$ cat config.mk
export PLATFORM = sky130hd
export DESIGN_NAME = alu_seq
export DESIGN_NICKNAME = d
export VERILOG_FILES = /design/src/rtl/alu_seq.sv
export SDC_FILE = /design/constraint.sdc
export NUM_CORES = 1
export LEC_CHECK = 0
export ABC_AREA = 1
export CORE_MARGIN = 8
export CORE_UTILIZATION = 50
export DETAILED_ROUTE_END_ITERATION = 7
export GPL_TIMING_DRIVEN = 0
export PLACE_DENSITY = 0.81
export SYNTH_ARGS = -nofsm -noshare
export SYNTH_HDL_FRONTEND = slang
export SYNTH_SLANG_ARGS = --single-unit
$ cat constraint.sdc
create_clock -name clk -period 2.5 [get_ports clk]
set_input_delay 0.25 -clock clk [delete_from_list [all_inputs] [get_ports clk]]
set_output_delay 0.25 -clock clk [all_outputs]
set_load 0.01 [all_outputs]
$ cat src/rtl/alu_seq.sv
// alu_seq: sequential ALU with a valid/ready request port and a valid/ready
// result port. ADD/SUB/logic/ILLEGAL and divide-by-zero finish in one cycle;
// DIV (restoring) and, by default, MUL (shift-add) take WIDTH BUSY steps.
// Build option: define ALU_SEQ_FAST_MUL_EN to make MUL a single-cycle
// combinational multiply. Results are identical in both builds.
module alu_seq #(
    parameter int WIDTH = 8
) (
    input  logic                 clk,
    input  logic                 rst,
    input  logic                 in_valid,
    output logic                 in_ready,
    input  logic [3:0]           opcode,
    input  logic [WIDTH-1:0]     operand1,
    input  logic [WIDTH-1:0]     operand2,
    output logic                 out_valid,
    input  logic                 out_ready,
    output logic [2*WIDTH-1:0]   result,
    output logic                 flag_c,
    output logic                 flag_z,
    output logic                 flag_dz
);

    localparam int CW = $clog2(WIDTH + 1);
    localparam logic [CW-1:0] CNT_ZERO  = {CW{1'b0}};
    localparam logic [CW-1:0] CNT_ONE   = CW'(1);
    localparam logic [CW-1:0] LAST_STEP = CW'(WIDTH - 1);

    localparam logic [3:0] OP_ADD  = 4'd0;
    localparam logic [3:0] OP_SUB  = 4'd1;
    localparam logic [3:0] OP_MUL  = 4'd2;
    localparam logic [3:0] OP_DIV  = 4'd3;
    localparam logic [3:0] OP_AND  = 4'd4;
    localparam logic [3:0] OP_OR   = 4'd5;
    localparam logic [3:0] OP_NAND = 4'd6;
    localparam logic [3:0] OP_NOR  = 4'd7;
    localparam logic [3:0] OP_XOR  = 4'd8;

    localparam logic [WIDTH-1:0]   W_ZERO  = {WIDTH{1'b0}};
    localparam logic [WIDTH-1:0]   W_ONES  = {WIDTH{1'b1}};
    localparam logic [2*WIDTH-1:0] R_ZERO  = {(2*WIDTH){1'b0}};

    typedef enum logic [1:0] {
        S_IDLE = 2'd0,
        S_BUSY = 2'd1,
        S_DONE = 2'd2
    } state_t;

    // One restoring-division step. The partial remainder lives in the upper
    // half and the dividend/quotient shift register in the lower half: the
    // dividend MSB shifts into the remainder and a quotient bit shifts in at
    // the LSB. The remainder is always below the divisor, so WIDTH bits hold it.
    function automatic logic [2*WIDTH-1:0] div_step(
        input logic [WIDTH-1:0] rem,
        input logic [WIDTH-1:0] quo,
        input logic [WIDTH-1:0] divisor
    );
        logic [WIDTH:0] shifted;
        logic [WIDTH:0] trial;
        shifted = {rem, quo[WIDTH-1]};
        trial   = shifted - {1'b0, divisor};
        if (shifted >= {1'b0, divisor}) begin
            div_step = {trial[WIDTH-1:0], quo[WIDTH-2:0], 1'b1};
        end else begin
            div_step = {shifted[WIDTH-1:0], quo[WIDTH-2:0], 1'b0};
        end
    endfunction

`ifndef ALU_SEQ_FAST_MUL_EN
    // One shift-add multiply step. The multiplier starts in the lower half;
    // each step conditionally adds the multiplicand into the upper half and
    // shifts the whole pair right, so after WIDTH steps the pair is the product.
    function automatic logic [2*WIDTH-1:0] mul_step(
        input logic [WIDTH-1:0] hi,
        input logic [WIDTH-1:0] lo,
        input logic [WIDTH-1:0] mcand
    );
        logic [WIDTH:0] sum;
        if (lo[0]) begin
            sum = {1'b0, hi} + {1'b0, mcand};
        end else begin
            sum = {1'b0, hi};
        end
        mul_step = {sum, lo[WIDTH-1:1]};
    endfunction
`endif

    state_t               state_q, state_d;
    logic [CW-1:0]        cnt_q, cnt_d;
    logic                 is_div_q, is_div_d;
    logic [WIDTH-1:0]     opb_q, opb_d;
    logic [WIDTH-1:0]     hi_q, hi_d;
    logic [WIDTH-1:0]     lo_q, lo_d;
    logic [2*WIDTH-1:0]   result_q, result_d;
    logic                 flag_c_q, flag_c_d;
    logic                 flag_z_q, flag_z_d;
    logic                 flag_dz_q, flag_dz_d;

    logic                 accept_s;
    logic [WIDTH:0]       add_s;
    logic [WIDTH:0]       sub_s;
    logic [2*WIDTH-1:0]   sc_result_s;
    logic                 sc_c_s;
    logic                 sc_dz_s;
    logic                 sc_iter_s;
    logic                 sc_div_s;
    logic [2*WIDTH-1:0]   step_s;

    assign in_ready  = (state_q == S_IDLE) && !rst;
    assign out_valid = (state_q == S_DONE);
    assign accept_s  = in_valid && in_ready;

    assign add_s = {1'b0, operand1} + {1'b0, operand2};
    assign sub_s = {1'b0, operand1} - {1'b0, operand2};

    assign result  = result_q;
    assign flag_c  = flag_c_q;
    assign flag_z  = flag_z_q;
    assign flag_dz = flag_dz_q;

    // Decode the incoming opcode: single-cycle result/flags, or which iterative op to start
    always_comb begin
        sc_result_s = R_ZERO;
        sc_c_s      = 1'b0;
        sc_dz_s     = 1'b0;
        sc_iter_s   = 1'b0;
        sc_div_s    = 1'b0;
        case (opcode)
            OP_ADD: begin
                sc_result_s = {{(WIDTH-1){1'b0}}, add_s};
                sc_c_s      = add_s[WIDTH];
            end
            OP_SUB: begin
                sc_result_s = {{(WIDTH-1){1'b0}}, sub_s};
                sc_c_s      = sub_s[WIDTH];
            end
            OP_MUL: begin
`ifdef ALU_SEQ_FAST_MUL_EN
                sc_result_s = {W_ZERO, operand1} * {W_ZERO, operand2};
`else
                sc_iter_s   = 1'b1;
`endif
            end
            OP_DIV: begin
                if (operand2 == W_ZERO) begin
                    sc_result_s = {operand1, W_ONES};
                    sc_dz_s     = 1'b1;
                end else begin
                    sc_iter_s   = 1'b1;
                    sc_div_s    = 1'b1;
                end
            end
            OP_AND:  sc_result_s = {W_ZERO, operand1 & operand2};
            OP_OR:   sc_result_s = {W_ZERO, operand1 | operand2};
            OP_NAND: sc_result_s = {W_ZERO, ~(operand1 & operand2)};
            OP_NOR:  sc_result_s = {W_ZERO, ~(operand1 | operand2)};
            OP_XOR:  sc_result_s = {W_ZERO, operand1 ^ operand2};
            default: sc_result_s = R_ZERO;
        endcase
    end

    // Next iteration value of the shared hi/lo shift pair for the active iterative op
    always_comb begin
        step_s = {hi_q, lo_q};
        if (is_div_q) begin
            step_s = div_step(hi_q, lo_q, opb_q);
        end else begin
`ifdef ALU_SEQ_FAST_MUL_EN
            step_s = {hi_q, lo_q};
`else
            step_s = mul_step(hi_q, lo_q, opb_q);
`endif
        end
    end

    // FSM next state and datapath next values; everything holds unless updated
    always_comb begin
        state_d   = state_q;
        cnt_d     = cnt_q;
        is_div_d  = is_div_q;
        opb_d     = opb_q;
        hi_d      = hi_q;
        lo_d      = lo_q;
        result_d  = result_q;
        flag_c_d  = flag_c_q;
        flag_z_d  = flag_z_q;
        flag_dz_d = flag_dz_q;
        case (state_q)
            S_IDLE: begin
                if (accept_s) begin
                    cnt_d = CNT_ZERO;
                    if (sc_iter_s) begin
                        state_d  = S_BUSY;
                        is_div_d = sc_div_s;
                        hi_d     = W_ZERO;
                        if (sc_div_s) begin
                            lo_d  = operand1;
                            opb_d = operand2;
                        end else begin
                            lo_d  = operand2;
                            opb_d = operand1;
                        end
                    end else begin
                        state_d   = S_DONE;
                        result_d  = sc_result_s;
                        flag_c_d  = sc_c_s;
                        flag_dz_d = sc_dz_s;
                        flag_z_d  = (sc_result_s == R_ZERO);
                    end
                end else begin
                    state_d = S_IDLE;
                end
            end
            S_BUSY: begin
                hi_d = step_s[2*WIDTH-1:WIDTH];
                lo_d = step_s[WIDTH-1:0];
                if (cnt_q == LAST_STEP) begin
                    state_d   = S_DONE;
                    cnt_d     = CNT_ZERO;
                    result_d  = step_s;
                    flag_c_d  = 1'b0;
                    flag_dz_d = 1'b0;
                    flag_z_d  = (step_s == R_ZERO);
                end else begin
                    state_d = S_BUSY;
                    cnt_d   = cnt_q + CNT_ONE;
                end
            end
            S_DONE: begin
                // Release only; a new request is not taken on this same edge
                if (out_ready) begin
                    state_d = S_IDLE;
                end else begin
                    state_d = S_DONE;
                end
            end
            default: begin
                state_d = S_IDLE;
            end
        endcase
    end

    // State and datapath registers; reset wins over accept and out_ready
    always_ff @(posedge clk) begin
        if (rst) begin
            state_q   <= S_IDLE;
            cnt_q     <= CNT_ZERO;
            is_div_q  <= 1'b0;
            opb_q     <= W_ZERO;
            hi_q      <= W_ZERO;
            lo_q      <= W_ZERO;
            result_q  <= R_ZERO;
            flag_c_q  <= 1'b0;
            flag_z_q  <= 1'b0;
            flag_dz_q <= 1'b0;
        end else begin
            state_q   <= state_d;
            cnt_q     <= cnt_d;
            is_div_q  <= is_div_d;
            opb_q     <= opb_d;
            hi_q      <= hi_d;
            lo_q      <= lo_d;
            result_q  <= result_d;
            flag_c_q  <= flag_c_d;
            flag_z_q  <= flag_z_d;
            flag_dz_q <= flag_dz_d;
        end
    end

endmodule

# After elaboration in Yosys (flattened, before gate mapping)

Index checks and enable logic that the tools add are counted.

Logic and storage cells: 91
Input port bits: 24
Flip-flop bits (word level): 50
Output and inout port bits: 21

Reduce and logical (&&, ||, !) cells: 13
Order comparisons: 1
Muxes and demuxes: 42
Equality and inequality tests: 15
Bitwise operators: 5
$add $sub $neg: 5

Operators by type and width:

| kind                                          | count |
|---|---|
| one-hot mux 16 bit (8 select lines)           | 1 |
| 2-to-1 mux 16 bit                             | 6 |
| 2-to-1 mux 8 bit                              | 6 |
| logical NOT 16 bit                            | 2 |
| one-hot mux 16 bit (2 select lines)           | 1 |
| one-hot mux 8 bit (2 select lines)            | 2 |
| == test 4 x 3 -> 1 bit, second input constant | 5 |
| adder 8 x 8 -> 9 bit                          | 2 |
| NOT 8 bit                                     | 2 |
| 2-to-1 mux 1 bit                              | 12 |
| one-hot mux 1 bit (2 select lines)            | 5 |
| >= comparator 9 x 8 -> 1 bit                  | 1 |
| 2-to-1 mux 9 bit                              | 1 |
| subtractor 8 x 8 -> 9 bit                     | 1 |
| AND 8 bit                                     | 1 |
| == test 4 x 2 -> 1 bit, second input constant | 2 |
| logical NOT 8 bit                             | 1 |
| 2-to-1 mux 2 bit                              | 4 |
| 2-to-1 mux 4 bit                              | 2 |
| inequality test 2 bit, second input constant  | 4 |
| OR 8 bit                                      | 1 |
| one-hot mux 4 bit (2 select lines)            | 1 |
| subtractor 8 bit                              | 1 |
| XOR 8 bit                                     | 1 |
| 14 further kinds                              | 16 |

# Longest topological paths before layout

Word-level depth: 7
Gate-level depth with buffers: 17
Mapped depth without buffers: 17

# Least setup slack after synthesis

No wires, ideal clock.

Kind: flip-flop to flip-flop
From: register opb_q[3]
To: register result_q[14] (netlist: result[14])
Library setup time: 0.114 ns
Data required time: 2.386 ns
Buffers on the path: 0
Cell stages (with the launch flop): 17
Setup slack: 0.533 ns
Period minus slack after synthesis: 1.967 ns
Data arrival time: 1.853 ns
Cells stage by stage: dfxtp_1 inv_1 ha_1 nand2_1 clkinv_1 a21oi_1 nand2_1 nand2_2 nand2_2 nand3_1 nand2_1 nor2_1 nand2_1 nand2_1 nand2_1 o211ai_2 inv_1

Cells in the longest elaborated chain, start to end: 5
Elaborated cells between the ends (all ways): 8
Classes of those cells: 2 x add/sub; 1 x order compare; 5 x mux

Ends and longest elaborated chain:

| item                                                         | RTL line | text |
|---|---|---|
| from (decl)                                                  | 91       | `logic [WIDTH-1:0] opb_q, opb_d;` |
| from (signal assigned)                                       | 260      | `opb_q <= opb_d;` |
| adder 8 x 8 -> 9 bit (tied with other cells)                 | 80       | `sum = {1'b0, hi} + {1'b0, mcand};` |
| 2-to-1 mux 9 bit / 2-to-1 mux 16 bit (equally long branches) | 79, 62   |  |
| 2-to-1 mux 16 bit *                                          | 165      | `if (is_div_q) begin` |
| 2-to-1 mux 16 bit *                                          | 217      | `if (cnt_q == LAST_STEP) begin` |
| one-hot mux 16 bit (2 select lines) *                        | 188      | `case (state_q)` |
| to (signal assigned)                                         | 263      | `result_q <= result_d;` |
| to (decl)                                                    | 94       | `logic [2*WIDTH-1:0] result_q, result_d;` |

Mark *: on every way between the ends. The rest lies on a longest branch, timed or not. The select of a mux whose other input is x is not followed.
A chain may end at the register's enable or synchronous reset.

# Worst setup path in the final report

From: input operand1[6]
To: register flag_z_q (netlist: flag_z)

Cells in the longest elaborated chain, start to end: 7
Elaborated cells between the ends (all ways): 13
Classes of those cells: 2 x add/sub; 5 x mux; 5 x bitwise; 1 x reduce/logical

Ends and longest elaborated chain:

| item                                                                              | RTL line | text |
|---|---|---|
| from (decl)                                                                       | 14       | `input logic [WIDTH-1:0] operand1,` |
| parallel branches: the longest is 2 deep, another holds subtractor 8 x 8 -> 9 bit | -        |  |
| one-hot mux 16 bit (8 select lines) *                                             | 128      | `case (opcode)` |
| logical NOT 16 bit *                                                              | 208      | `flag_z_d = (sc_result_s == R_ZERO);` |
| 2-to-1 mux 1 bit *                                                                | 192      | `if (sc_iter_s) begin` |
| 2-to-1 mux 1 bit *                                                                | 190      | `if (accept_s) begin` |
| one-hot mux 1 bit (2 select lines) *                                              | 188      |  |
| to (signal assigned)                                                              | 265      | `flag_z_q <= flag_z_d;` |
| to (decl)                                                                         | 96       | `logic flag_z_q, flag_z_d;` |

Every way passes the cells marked *. The select of a mux whose other input is x is not followed.

==> reports/qor.csv <==
metric,value,unit
grt_pass1_wl,25.0,mm
viasPerCell,5.57,
status,finished clean,
drt_iter0_drc,571,
crit_type,input pin to flip-flop,
final_common_cell,nand2_1,
root_buffer,clkbuf_8,
die_width,116,um
antenna_found_initial,0,
synth.distinct_cells,45,
io_pins,45,
die_area,13500,sq um
syn_area_per_cell,6.05,sq um
rows,36,
initial_utilization,0.515,
wirelength,15.6,mm
final_max_slew_viol_count,0,
grt_max_degree,19,
io_buffers,44,
synthTopCellsByArea,"dfxtp_1 20%, nand2_1 17%, ha_1 11%",
final_antenna_net_count,0,
worst-slew-pin-transition,0.671,ns
syn_area,5010,sq um
r2r_end,flag_z,
fin_crit_sh,0.949,
cp_max_fo,6,
layout_common_cells,"225 x nand2_1, 113 x inv_1, 83 x nor2_1, 76 x nand3_1, 55 x a21oi_1",
drive_gt1_frac,0.0797,
max_stage_delay,0.61,ns
ys_seq_elements,50,
fmax,422,MHz
yosys.area.top_type,dfxtp_1,
path_cells,"clkdlybuf4s50_1, inv_1, ha_1, inv_1, a21o_1, a21oi_1, nand2_1, nand2_1, nand3_1, nand3_1, nor2_1, nand3_1, nand2_1, nor2_1, nor2_1",
cts_made_buffers,5,
cap_violations,0,
leakagePower,2.78,nW
syn_nets,901,
post-route-min-period,2.37,ns
syn_to_final_growth,15.0,%
hold_end,opb_q[0],
nets,950,
grt_pass1_vias,5091,
post_cts_buffers,0,
diodes,0,
overflow,0,
cts_hold_buffers,0,
fp.dieH,116,um
critical-path-top-delay-family,buffers and inverters,
place.gp.congestion,0.996,
cts_tree,done,
critPathBufInv,3,
clk_latency,0.32,ns
cts_max_path_buffers,2,
track_usage,0.232,
hp-start,operand2[0],
cp_slowest_cell,clkdlybuf4s50_1,
setup_viol,0,
synth_cells,828,
dp_hpwl,12.3,mm
power.total,1.96,mW
reg2regPathDepth,13,
cts_max_level,2,
drc,0,
clkTransAtPathRegs,0.10,ns
start_kind,input pin,
final.setup.tns,0,ns
hp-class,input pin to flip-flop,
arrival,2.59,ns
wl_per_cell,15.4,um
ir_drop,0.000331,V
max-slew-margin-rel,0.551,
cts_sinks,50,
drtPass1Iterations,6,
coreArea,9730,sq um
dr_total_vias,5627,
end_kind,flip-flop,
final_hold_viol_count,0,
min_path_cells,3,
r2r_start,opb_q[5],
p_per_area,341,nW/um^2
r2r_slack,0.14,ns
fin_skew,0.0103,ns
yosys_warnings,0,
synth_top_area_frac,0.200,
cp.required,2.72,ns
ys_seq_area_frac,0.200,
state kept, by name, indices dropped and copies added, names as in the netlist:
signal,cells
opb_q,8
cnt_q,4
hi_q,8
is_div_q,1
flag_c,1
flag_z,1
result,16
flag_dz,1
state_q,2
lo_q,8
metrics by stage:
step | cells | util | instance area [sq um] | setup slack [ns] | hold slack [ns]
2_1_floorplan | 828 | - | 5010 | 0.533 | 0.410
3_3_place_gp | 1005 | 0.577 | 5610 | -0.458 | 0.456
3_5_place_dp | 1005 | 0.577 | 5610 | -0.480 | 0.454
4_1_cts | 1011 | 0.586 | 5700 | 0.0230 | 0.476
5_1_grt | 1011 | 0.592 | 5760 | -0.0175 | 0.337
6_report | 1011 | 0.592 | 5760 | 0.128 | 0.316
routing by layer:
| layer | vias to the layer above | routed length (um) | GRT usage |
|---|---|---|---|
| li1 | 2799 | - | - |
| met2 | 257 | 7170 | 0.386 |
| met1 | 2545 | 6820 | 0.303 |
| met4 | 0 | 377 | 0.0709 |
| met5 | - | 0 | 0 |
| met3 | 26 | 1230 | 0.0318 |
cell type report:
type	count	area [sq um]
sequential	50	1010
clock inverter	3	28.8
fill	985	3970
buffer	22	121
timing repair buffer	44	444
clock buffer	5	68.8
multi-input combinational	631	3460
inverter	123	464
tap	133	166
what timing repair did:
| action | in CTS | in global routing |
|---|---|---|
| resized for setup | 5 | 36 |
| gates cloned | 0 | 0 |
| pin swaps | 0 | 1 |
| endpoints found under the setup margin | 2 | 17 |
worst max path at each step:
| stage | startpoint | end | slack, ns | cells after the start |
|---|---|---|---|---|
| floorplan | opb_q[3] | result[14] | 0.53 | 16 |
| global placement | operand1[1] | flag_z | -0.46 | 16 |
| detailed placement | operand1[1] | flag_z | -0.48 | 16 |
| CTS | operand2[3] | flag_z | 0.02 | 17 |
| global route | opb_q[7] | flag_z | -0.02 | 14 |
| finish | operand1[6] | flag_z | 0.13 | 15 |
cell families after synthesis:
logic type                 after synthesis  synth area share
and+or+nand+nor                        434             0.378
xor gates and xnor gates                 3           0.00525
adders and majority gates               49             0.128
DFF                                     50             0.200
buffers and inverters                  147             0.118
AOI/OAI and AO/OA                      145             0.170
synthesized netlist by cell type (all sizes together):
library cell	instances
nand2	231
inv	122
nor2	92
nand3	78
a21oi	59
dfxtp	50
ha	45
o21ai	42
o211ai	19
nand4	18
a31oi	15
buf	12
clkbuf	12
nor3	9
fa	4
or2	4
a211oi	2
a41oi	2
nand3b	2
o21a	2
xnor2	2
a21o	1
a221oi	1
a32oi	1
clkinv	1
o22ai	1
xor2	1
power by group:
group	internal, mW	switching, mW
registers	0.820	0.0197
clock network	0.208	0.305
logic	0.222	0.387
total	1.25	0.712
worst min-delay path, delay by kind of cell:
family          cells  cell delay, ns
buf+inv             1            0.18
simple gates        1            0.09
compound gates      1            0.07
No activity file was read; power rests on OpenSTA's default activity.
